[config.mk]
export PLATFORM = sky130hd
export DESIGN_NAME = gpio_in_cond
export DESIGN_NICKNAME = d
export VERILOG_FILES = /design/src/rtl/gpio_in_cond.sv
export SDC_FILE = /design/constraint.sdc
export NUM_CORES = 1
export LEC_CHECK = 0
export BUFFER_PORTS_ARGS = -buffer_cell sky130_fd_sc_hd__buf_2
export CAP_MARGIN = 20
export CORE_ASPECT_RATIO = 0.9
export CORE_MARGIN = 2
export CORE_UTILIZATION = 40
export CTS_CLUSTER_SIZE = 40
export DETAILED_ROUTE_END_ITERATION = 10
export GPL_TIMING_DRIVEN = 0
export HOLD_SLACK_MARGIN = 0.03
export PLACE_DENSITY = 0.75
export SLEW_MARGIN = 20
export SYNTH_ARGS = -nofsm -noshare
export SYNTH_HDL_FRONTEND = slang
export SYNTH_SLANG_ARGS = --single-unit
[constraint.sdc]
create_clock -name clk -period 1.5 [get_ports clk]
set_clock_uncertainty 0.2 [all_clocks]
set_input_delay 0.15 -clock clk [delete_from_list [all_inputs] [get_ports clk]]
set_output_delay 0.15 -clock clk [all_outputs]
set_load 0.01 [all_outputs]
[src/rtl/gpio_in_cond.sv]
// rtl/gpio_in_cond.sv - per-pin input conditioning: 2-flop sync, debounce, edge detect, sticky irq
// Feeds gpio's input data register (stable_o) and its interrupt line (irq_o).
module gpio_in_cond #(
  parameter int WIDTH           = 8,
  parameter int DEBOUNCE_CYCLES = 4
) (
  input  logic             clk,
  input  logic             rst_n,
  input  logic [WIDTH-1:0] pin_i,
  input  logic [WIDTH-1:0] rise_en_i,
  input  logic [WIDTH-1:0] fall_en_i,
  input  logic [WIDTH-1:0] irq_clr_i,
  output logic [WIDTH-1:0] stable_o,
  output logic [WIDTH-1:0] rise_o,
  output logic [WIDTH-1:0] fall_o,
  output logic [WIDTH-1:0] pending_o,
  output logic             irq_o
);

  localparam int CNT_W = $clog2(DEBOUNCE_CYCLES + 1);
  localparam logic [CNT_W-1:0] CNT_MAX = CNT_W'(DEBOUNCE_CYCLES - 1);

  logic [WIDTH-1:0] sync1_q, sync2_q;
  logic [WIDTH-1:0] stable_q, stable_d;
  logic [WIDTH-1:0] prev_q;
  logic [WIDTH-1:0] pending_q, pending_d;
  logic [CNT_W-1:0] cnt_q [WIDTH];
  logic [CNT_W-1:0] cnt_d [WIDTH];
  logic [WIDTH-1:0] set_w;

  // The count only runs while the synced level disagrees with stable; any agreement restarts it.
  always_comb begin
    stable_d = stable_q;
    for (int i = 0; i < WIDTH; i++) begin
      cnt_d[i] = cnt_q[i];
      if (sync2_q[i] == stable_q[i]) begin
        cnt_d[i] = '0;
      end else if (cnt_q[i] == CNT_MAX) begin
        stable_d[i] = sync2_q[i];
        cnt_d[i]    = '0;
      end else begin
        cnt_d[i] = cnt_q[i] + CNT_W'(1);
      end
    end
  end

  assign rise_o = stable_q & ~prev_q;
  assign fall_o = ~stable_q & prev_q;
  assign set_w  = (rise_o & rise_en_i) | (fall_o & fall_en_i);

  // A new edge outranks a clear landing in the same cycle.
  assign pending_d = (pending_q & ~irq_clr_i) | set_w;

  always_ff @(posedge clk or negedge rst_n) begin
    if (!rst_n) begin
      sync1_q   <= '0;
      sync2_q   <= '0;
      stable_q  <= '0;
      prev_q    <= '0;
      pending_q <= '0;
      for (int i = 0; i < WIDTH; i++) cnt_q[i] <= '0;
    end else begin
      sync1_q   <= pin_i;
      sync2_q   <= sync1_q;
      stable_q  <= stable_d;
      prev_q    <= stable_q;
      pending_q <= pending_d;
      for (int i = 0; i < WIDTH; i++) cnt_q[i] <= cnt_d[i];
    end
  end

  assign stable_o  = stable_q;
  assign pending_o = pending_q;
  assign irq_o     = |pending_q;

endmodule
After elaboration in Yosys (flattened, before gate mapping)
Cells that the tools add are included.
{ "word_totals": {"register_bits": 64, "inputBits": 34, "output_inout_bits": 33, "wordCells": 87} }
{ "classes": {"n_addsub": 8, "eq_ne": 16, "muxes": 16, "bitwise_logic": 18, "n_reduce_logical": 9} }
{ "op_table": {"columns": ["cell", "n"], "rows": [
  ["$mux 3", 16],
  ["$and 8x8->8", 5],
  ["$add 3x1->3 const B", 8],
  ["$eq 3x2->1 const B", 8],
  ["$not 8->8", 3],
  ["$or 8x8->8", 2],
  ["$reduce_and 2->1", 8],
  ["$eq 1x1->1", 8],
  ["$not 1->1", 8],
  ["$reduce_or 8->1", 1]
]} }

Depth between registers and ports, before layout
Gate-level depths: netlist (run 1).
{ "logic_depth": {"word_depth": 5, "depth_mapped": 3} }

Worst setup path after synthesis (run 1)
Ideal clock, no wire load.
{ "synth_path": {"path_type": "flip-flop to flip-flop", "from": "register cnt_q[12] (netlist bit)", "to": "register stable_q[3] (netlist: stable_o[3])", "t_arrival_ps": 1019, "required_time_ps": 1175, "path_slack_ps": 156, "path_stages_with_launch": 4, "path_buffers": 0, "path_cell_list": "dfrtp_1 ha_1 nor2b_4 mux2_2"} }
{ "synth_via": {"elab_chain_len": 2} }
{ "synth_rtl": {"columns": ["element", "line_no", "text"], "rows": [
  ["start: declaration", "27", "logic [CNT_W-1:0] cnt_q [WIDTH];"],
  ["$eq 3x2->1", "38", "end else if (cnt_q[i] == CNT_MAX) begin"],
  ["$reduce_and 2->1 (no source line)", null, null],
  ["end signal: assignment", "65", "stable_q <= stable_d;"],
  ["end: declaration", "24", "logic [WIDTH-1:0] stable_q, stable_d;"]
]} }
Every way passes these cells.
A chain may end at the register's enable or synchronous reset.

Worst setup path in the final report (run 1)
{ "layout_path": {"from": "register pending_q[7] (netlist: pending_o[7])", "to": "output port irq_o"} }
{ "layout_via": {"elab_chain_len": 1} }
{ "layout_rtl": {"columns": ["element", "line_no", "text"], "rows": [
  ["start: declaration", "26", "logic [WIDTH-1:0] pending_q, pending_d;"],
  ["start signal: assignment", "67", "pending_q <= pending_d;"],
  ["$reduce_or 8->1", "74", "assign irq_o = |pending_q;"],
  ["end: declaration", "17", "output logic irq_o"]
]} }
Every way passes these cells.

==> results.yml, run 1 <==
power_and_ir_drop:
  power_mw: 6.54
  vdd_drop_max_v: 0.000954
  p_leak_nw: 1.66
  p_per_area_nw_per_um2: 1880
placement:
  hpwl_um: 3050
  place_area_um2: 2890
  place_ws_ns: 0.0139
  port_buffers: 66
  place_congestion: 0.695
worst_setup_path:
  crit_chain: "nor4_4 -> nand2_1 -> buf_2"
  cp-end-kind: "output port"
  regToRegStartpoint: "cnt_q[6]"
  crit_path_start_kind: "flip-flop"
  slowest_delay_ns: 0.42
  r2r-end: "stable_o[5]"
  reg2regPathDepth: 3
  arrival_ns: 1.27
  slowest_stage: "dfrtp_1"
  cp_data_required_time_ns: 1.15
  r2r_setup_slack_ns: 0.06
  crit_type: "flip-flop to output port"
  worstPathMaxFanout: 2
sta:
  fin_ws_ns: -0.119
  layout_min_cycle_time_ns: 1.62
  drv_slew: 0
  tightest_slew_ns: 0.785
  slew_headroom_pct: 47.7
  final_hold_viol_count: 0
  finalCritPeriodShare_pct: 108
  setup_viol: 1
  fmaxAchievable_ghz: 0.618
  grt_setup_unrepaired: "true"
run_status:
  status: "complete, but fails checks"
  failed_checks: "setup timing"
cts:
  tritoncts: "yes"
  clockRootBuffer: "clkbuf_8"
  clk_pin_slew_ns: 0.06
  cts_buffers: 9
  clk-insertion-delay-late_ns: 0.33
  h-tree-depth: 3
  clk_path_buf_depth: 2
  cts_sinks: 64
cells_and_area:
  diodes: 0
  area_growth_pct: 41.2
  final_cell_area_um2: 3480
  fill_cells: 495
  post-route-util_pct: 57.6
  drive_gt1_share_pct: 47.8
  nets: 308
detailed_routing:
  drt_wl_total_um: 4790
  num_vias: 1580
  drc: 0
  antenna_left: 0
  avgRoutedWirePerCell_um: 14.0
  dr.pass1.iters: 4
  viasPerCell: 4.62
  drt_iter0_drc: 87
yosys:
  synth_commonest_cells: "64 x dfrtp_1, 22 x nor2b_1, 12 x nor2b_4"
  synth_area_leader_cell: "dfrtp_1"
  ys.flop_type: "dfrtp_1"
  yosysMostFrequentCell: "dfrtp_1"
  avgSynthCellArea_um2: 15.9
  async_flop_share_pct: 100
  syn_nets: 197
  synth_sequential_area_ratio_pct: 64.9
  synth_cell_types: 14
  netlist_area_um2: 2470
  syn_inst: 155
  synth-edff-count: 0
  yosysWarningCount: 0
  yosys_register_bits: 64
  synth_top_cell_area_share_pct: 64.9
  ys_top_cells_by_area: "dfrtp_1 65%, nor2b_4 6.7%, nor2b_1 5.6%"
worst_hold_path:
  worstHoldPathCells: 3
  min_from: "irq_clr_i[1]"
  hold_path_class: "input port to flip-flop"
  hold_end: "pending_o[1]"
floorplanning:
  core_region_area_um2: 6050
  fp.dieH_um: 78.5
  start_util_pct: 40.8
  die_x_um: 86.8
  dieArea_um2: 6810
  row_count: 27
  ios: 67
grt:
  overflow: 0
  grt_start_max_net_pins: 65
  antenna_found_initial: 0
  grt_pass1_wl_um: 7850
  grt_usage_pct: 15.3
  grt_pass1_vias: 1674
job:
  cap_viol_max_count: 0
metrics by stage:
stage	setup TNS (ns)	std cells	hold slack, ns
2_1_floorplan	0	155	-0.346
3_3_place_gp	-7.34	293	0.0579
3_5_place_dp	0	293	0.0594
4_1_cts	-0.172	342	0.0556
5_1_grt	-0.191	342	0.0648
6_report	-0.119	342	0.0771
critical path, delay by kind of cell, from the launching register on:
kind / cells / cell delay (ns)
buffers and inverters: 1 / 0.14
DFF: 1 / 0.42
and+or+nand+nor: 2 / 0.38
cell families (layout without fill, tap and decap cells):
family | after synthesis | count (layout) | share of synthesized area (%)
flip-flops | 64 | 64 | 64.9
AO/OA/AOI/OAI | 8 | 8 | 3.25
buffers and inverters | 0 | 115 | 0
XOR/XNOR | 8 | 8 | 2.84
adder cells (fa/ha/maj) | 8 | 8 | 4.06
multiplexers | 8 | 8 | 3.65
AND/OR/NAND/NOR | 59 | 59 | 21.3
layout by cell type (no fill, tap or decap):
| master | netlist | layout |
|---|---|---|
| buf_2 | 0 | 65 |
| dfrtp_1 | 64 | 57 |
| dlygate4sd3_1 | 0 | 32 |
| nor2b_1 | 22 | 16 |
| nor2b_4 | 12 | 12 |
| clkbuf_8 | 0 | 11 |
| xnor2_1 | 8 | 8 |
| a221o_1 | 8 | 8 |
| nor3b_2 | 8 | 8 |
| mux2_2 | 8 | 8 |
| ha_1 | 8 | 8 |
| nor2b_2 | 1 | 7 |
| dfrtp_2 | 0 | 7 |
| nor3b_1 | 5 | 5 |
| nor3_1 | 4 | 4 |
| nor3_2 | 4 | 4 |
| buf_4 | 0 | 3 |
| bufinv_16 | 0 | 2 |
| nor4_4 | 0 | 1 |
| nor4_1 | 2 | 1 |
| nand2_1 | 1 | 1 |
| clkinv_2 | 0 | 1 |
| clkbuf_1 | 0 | 1 |
layout make-up:
| cell class | instances | area, µm² | area share, % |
|---|---|---|---|
| Timing Repair Buffer | 100 | 668 | 19.2 |
| Sequential cell | 64 | 1610 | 46.2 |
| Clock inverter | 3 | 65.1 | 1.87 |
| Multi-Input combinational cell | 91 | 896 | 25.7 |
| Clock buffer | 12 | 155 | 4.45 |
| Tap cell | 72 | 90.1 | 2.59 |
worst max-delay path by stage:
stage	slack (ns)	cells past startpoint	start	to
final	-0.12	3	pending_o[7]	irq_o
after global placement	-0.12	1	rst_n	sync1_q[2]
after global routing	-0.19	3	pending_o[7]	irq_o
after detailed placement	0.01	3	pending_o[2]	irq_o
after floorplan	0.16	3	cnt_q[12]	stable_o[3]
after CTS	-0.17	3	pending_o[7]	irq_o
repair_timing:
| item | in CTS | in global routing |
|---|---|---|
| endpoints found under the hold margin | 80 | 0 |
| hold buffers | 32 | 0 |
| buffers inserted | 2 | 0 |
| resized for setup | 2 | 13 |
| pin swaps | 1 | 0 |
| setup endpoints to repair | 1 | 13 |
report_power, final:
| part | total, mW | internal [mW] | switching, mW |
|---|---|---|---|
| Sequential | 2.78 | 2.26 | 0.513 |
| Clock | 1.60 | 1.02 | 0.587 |
| Combinational | 2.16 | 1.21 | 0.954 |
| Total | 6.54 | 4.49 | 2.05 |
per-layer routing:
| metal | vias to the layer above | part of all wire, % | GRT usage, % |
|---|---|---|---|
| li1 | 762 | - | - |
| met1 | 780 | 40 | 17.8 |
| met2 | 34 | 55 | 26.2 |
| met3 | 4 | 3.8 | 5.05 |
| met4 | 0 | 0.56 | 5.63 |
| met5 | - | 0 | 0 |
sequential cells by signal, summed over array words and instances, names as in the netlist:
register / cells
stable_o: 8
sync1_q: 8
sync2_q: 8
prev_q: 8
cnt_q: 24
pending_o: 8
(Power assumes the default switching activity.)
==> inputs of run 2 (changes only) <==
--- a/config.mk
+++ b/config.mk
@@ -6,7 +6,7 @@
 export NUM_CORES = 1
 export LEC_CHECK = 0
 export BUFFER_PORTS_ARGS = -buffer_cell sky130_fd_sc_hd__buf_2
-export CAP_MARGIN = 20
+export CAP_MARGIN = 10
 export CORE_ASPECT_RATIO = 0.9
 export CORE_MARGIN = 2
 export CORE_UTILIZATION = 40
@@ -15,6 +15,7 @@
 export GPL_TIMING_DRIVEN = 0
 export HOLD_SLACK_MARGIN = 0.03
 export PLACE_DENSITY = 0.75
+export RECOVER_POWER = 50
 export SLEW_MARGIN = 20
 export SYNTH_ARGS = -nofsm -noshare
 export SYNTH_HDL_FRONTEND = slang
==> results.yml, run 2 (same netlist as run 1, synthesis figures left out) <==
detailed_routing:
  viasPerCell: 4.60
  dr.pass1.iters: 4
  drt_wl_total_um: 4820
  antenna_left: 0
  avgRoutedWirePerCell_um: 14.1
  num_vias: 1574
  drc: 0
  drt_iter0_drc: 92
cells_and_area:
  fill_cells: 514
  nets: 308
  top_register: "cnt_q"
  largest_reg_flops: 24
  drive_gt1_share_pct: 37.8
  final_cell_area_um2: 3410
  stdcell_count: 342
  final_common_cell: "dfrtp_1"
  area_growth_pct: 38.0
  post-route-util_pct: 56.3
  final_cell_mix: "64 x dfrtp_1, 53 x buf_2, 32 x dlygate4sd3_1"
  diodes: 0
run_status:
  failed_checks: "setup timing"
  status: "complete, but fails checks"
worst_setup_path:
  cp_data_required_time_ns: 1.15
  crit_path_start_kind: "flip-flop"
  crit_type: "flip-flop to output port"
  worstPathMaxFanout: 2
  arrival_ns: 1.28
  cp-end-kind: "output port"
grt:
  grt_usage_pct: 15.3
  grt_pass1_vias: 1674
  overflow: 0
  grt_pass1_wl_um: 7850
  grt_start_max_net_pins: 65
  antenna_found_initial: 0
placement:
  hpwl_um: 3050
  place_area_um2: 2890
  place_ws_ns: 0.0139
  dp_cells: 293
  port_buffers: 66
  place_congestion: 0.695
sta:
  fin_hold_ws_ns: 0.0731
  tightest_slew_ns: 0.850
  fmaxAchievable_ghz: 0.612
  slew_headroom_pct: 43.4
  fin_ws_ns: -0.133
  final_hold_viol_count: 0
  finalCritPeriodShare_pct: 109
  setup_viol: 5
  fin_tns_setup_ns: -0.268
  layout_min_cycle_time_ns: 1.63
  drv_slew: 0
  grt_setup_unrepaired: "true"
power_and_ir_drop:
  switchingPower_mw: 2.01
  netSwitchingFraction_pct: 31.7
  pwr-share-comb_pct: 31.9
  power_mw: 6.34
  power.share.clock_pct: 25.4
  p_leak_nw: 1.60
  vdd_drop_max_v: 0.000936
  sequentialPowerShare_pct: 42.7
  p_per_area_nw_per_um2: 1860
  internal_power_mw: 4.33
worst_hold_path:
  hold_path_class: "input port to flip-flop"
cts:
  tritoncts: "yes"
  cts_sinks: 64
  clk_path_buf_depth: 2
  cts_buffers: 9
  clockRootBuffer: "clkbuf_8"
  h-tree-depth: 3
  clk_pin_slew_ns: 0.06
  clk-insertion-delay-late_ns: 0.33
floorplanning:
  core_region_area_um2: 6050
  dieArea_um2: 6810
  start_util_pct: 40.8
  row_count: 27
  ios: 67
  fp.dieH_um: 78.5
  die_x_um: 86.8
job:
  cap_viol_max_count: 0
[run 2: cell count changes in the layout (fill, tap and decap cells not counted), sizes merged]
cell and delta:
clkbuf +13, buf -13
[run 2: power groups by stage]
| stage | logic [mW] | registers (mW) | clock network (mW) |
|---|---|---|---|
| finish | 2.02 | 2.71 | 1.61 |
| global route | 2.21 | 2.79 | 1.74 |
| CTS | 2.14 | 2.76 | 1.67 |
| detailed placement | 2.01 | 2.76 | 0 |
| global placement | 1.94 | 2.73 | 0 |
| floorplan | 1.24 | 2.75 | 0 |
[run 2: per-layer routing]
layer,part of all wire [%],global-route usage [%]
met2,55,26.2
met3,3.5,5.05
met5,0,0
met4,1.1,5.63
met1,40,17.8
[run 2: worst paths after layout]
check                             startpoint           end  slack, ns  cells after the start
worst min-delay path            irq_clr_i[1]  pending_o[1]       0.07                      3
worst max register to register      cnt_q[6]   stable_o[5]       0.05                      3
min in group asynchronous              rst_n    sync1_q[4]       0.28                      2
worst max-delay path            pending_o[7]         irq_o      -0.13                      3
max in group asynchronous              rst_n      cnt_q[0]       0.27                      2
worst min register to register    sync1_q[6]    sync2_q[6]       0.14                      0
[run 2: cell type report]
| type | instances | area (µm²) | share of cell area [%] |
|---|---|---|---|
| clock buffer | 12 | 155 | 4.56 |
| clock inverter | 3 | 65.1 | 1.91 |
| multi-input combinational | 91 | 841 | 24.7 |
| sequential | 64 | 1600 | 47.0 |
| tap | 72 | 90.1 | 2.65 |
| timing repair buffer | 100 | 653 | 19.2 |
[run 2: critical path: stages, from the launching register on]
cell and delay (ns):
dfrtp_1 0.42, nor4_4 0.31, nand2_1 0.07, buf_2 0.14
[run 2: repair_timing]
action,CTS,global route
setup endpoints to repair,1,13
hold buffers,32,0
endpoints found under the hold margin,80,0
resized for setup,2,13
pin swaps,1,0
buffers inserted,2,0
==> inputs of run 3 (changes only) <==
==> constraint.sdc (replaced) <==
create_clock -name clk -period 1.8 [get_ports clk]
set_clock_uncertainty 0.2 [all_clocks]
set_input_delay 0.18 -clock clk [delete_from_list [all_inputs] [get_ports clk]]
set_output_delay 0.18 -clock clk [all_outputs]
set_load 0.01 [all_outputs]
==> results.yml, run 3 (same netlist as run 1, synthesis figures left out) <==
run_status:
  status: "complete, but fails checks"
  failed_checks: "hold timing"
cts:
  clk_pin_slew_ns: 0.06
  cts_buffers: 9
  h-tree-depth: 3
  cts_sinks: 64
  clk-insertion-delay-late_ns: 0.33
  tritoncts: "yes"
  clockRootBuffer: "clkbuf_8"
  clk_path_buf_depth: 2
cells_and_area:
  final_cell_area_um2: 3370
  final_common_cell: "dfrtp_1"
  stdcell_count: 341
  top_register: "cnt_q"
  diodes: 0
  nets: 307
  area_growth_pct: 36.7
  largest_reg_flops: 24
  drive_gt1_share_pct: 36.8
  post-route-util_pct: 55.8
  final_cell_mix: "63 x dfrtp_1, 56 x buf_2, 31 x nor2b_1"
  fill_cells: 514
worst_setup_path:
  worstPathMaxFanout: 3
  crit_buf_inv: 1
  cp-end-kind: "output port"
  path_delay_family: "flip-flops"
  reg2regPathDepth: 3
  cp_data_required_time_ns: 1.42
  slowest_stage: "dfrtp_1"
  crit_start: "pending_o[2]"
  slowest_delay_ns: 0.43
  r2r-end: "stable_o[5]"
  r2r_setup_slack_ns: 0.36
  crit_type: "flip-flop to output port"
  crit_chain: "nor4_4 -> nand2_1 -> buf_2"
  endpoint: "irq_o"
  cp.depth: 3
  crit_path_start_kind: "flip-flop"
  arrival_ns: 1.30
  regToRegStartpoint: "cnt_q[6]"
grt:
  grt_util_met2_pct: 26.5
  busiest_layer: "met2"
  grt_start_max_net_pins: 65
  use_met1_pct: 17.9
  overflow: 0
  grt_pass1_wl_um: 7890
  use_met3_pct: 5.05
  grt_pass1_vias: 1663
  grt_usage_pct: 15.5
  antenna_found_initial: 0
placement:
  dp_cells: 293
  port_buffers: 66
  place_area_um2: 2890
  hpwl_um: 3050
  place_ws_ns: 0.284
  place_congestion: 0.695
sta:
  fin_tns_setup_ns: 0
  drv_slew: 0
  setup_viol: 0
  fin_ws_ns: 0.125
  grt_setup_unrepaired: "false"
  layout_min_cycle_time_ns: 1.68
  tightest_slew_ns: 0.849
  finalCritPeriodShare_pct: 93.1
  fin_hold_ws_ns: -0.00656
  fmaxAchievable_ghz: 0.597
  final_hold_viol_count: 1
  slew_headroom_pct: 43.4
detailed_routing:
  drc: 0
  drt_iter0_drc: 83
  drt_wl_total_um: 4780
  avgRoutedWirePerCell_um: 14.0
  antenna_left: 0
  num_vias: 1581
  viasPerCell: 4.64
  dr.pass1.iters: 4
job:
  cap_viol_max_count: 0
worst_hold_path:
  hold_path_class: "input port to flip-flop"
power_and_ir_drop:
  power.share.clock_pct: 25.5
  power_mw: 5.24
  internal_power_mw: 3.59
  vdd_drop_max_v: 0.000758
  p_leak_nw: 1.59
  pwr-share-comb_pct: 32.0
  switchingPower_mw: 1.65
  p_per_area_nw_per_um2: 1550
  sequentialPowerShare_pct: 42.5
  netSwitchingFraction_pct: 31.5
floorplanning:
  core_region_area_um2: 6050
  ios: 67
  fp.dieH_um: 78.5
  dieArea_um2: 6810
  die_x_um: 86.8
  start_util_pct: 40.8
  row_count: 27
-- run 3: cell count changes in the layout (fill, tap and decap cells not counted) --
cell	before	now
dlygate4sd3_1	32	30
nor2b_2	6	0
clkbuf_1	13	11
nor2b_4	5	4
buf_2	53	56
nor2b_1	24	31
buf_4	2	1
clkbuf_4	1	2
dfrtp_1	64	63
dfrtp_2	0	1
-- run 3: cell type report --
cell class	count	area, µm²	share of cell area (%)
sequential	64	1600	47.5
timing repair buffer	99	641	19.0
clock buffer	12	155	4.60
clock inverter	3	65.1	1.93
tap	72	90.1	2.67
multi-input combinational	91	818	24.3
-- run 3: worst reg2reg max path: stages, from the launching register on --
cell     delay [ns]
dfrtp_1        0.37
ha_1           0.20
nor2b_4        0.20
mux2_2         0.35
-- run 3: per-layer routing --
metal  vias to the layer above  share of wire, %
met4                         0              0.56
met3                         4               3.4
met2                        30                55
li1                        761                 -
met5                         -                 0
met1                       786                41
-- run 3: worst min-delay path by stage --
stage	start	end	slack, ns	cells after the start
global route	irq_clr_i[2]	pending_o[2]	0.04	3
CTS	irq_clr_i[1]	pending_o[1]	0.09	3
finish	irq_clr_i[2]	pending_o[2]	-0.007	3
global placement	pin_i[4]	sync1_q[4]	0.09	1
detailed placement	pin_i[6]	sync1_q[6]	0.09	1
floorplan	rst_n	cnt_q[0]	-0.32	0
-- run 3: power groups by stage --
stage                     sequential, mW  clock [mW]  combinational (mW)
after floorplan                     2.29           0                1.03
after global placement              2.28           0                1.62
after detailed placement            2.30           0                1.67
after CTS                           2.29        1.39                1.77
after global routing                2.30        1.45                1.85
final                               2.23        1.34                1.68
-- run 3: timing repair --
action / 4_1_cts / 5_1_grt
gates cloned: 0 / 0
hold buffers: 30 / 2
gates resized for setup: 1 / 2
endpoints found under the setup margin: 1 / 3
endpoints found under the hold margin: 80 / 2
setup buffers: 0 / 3
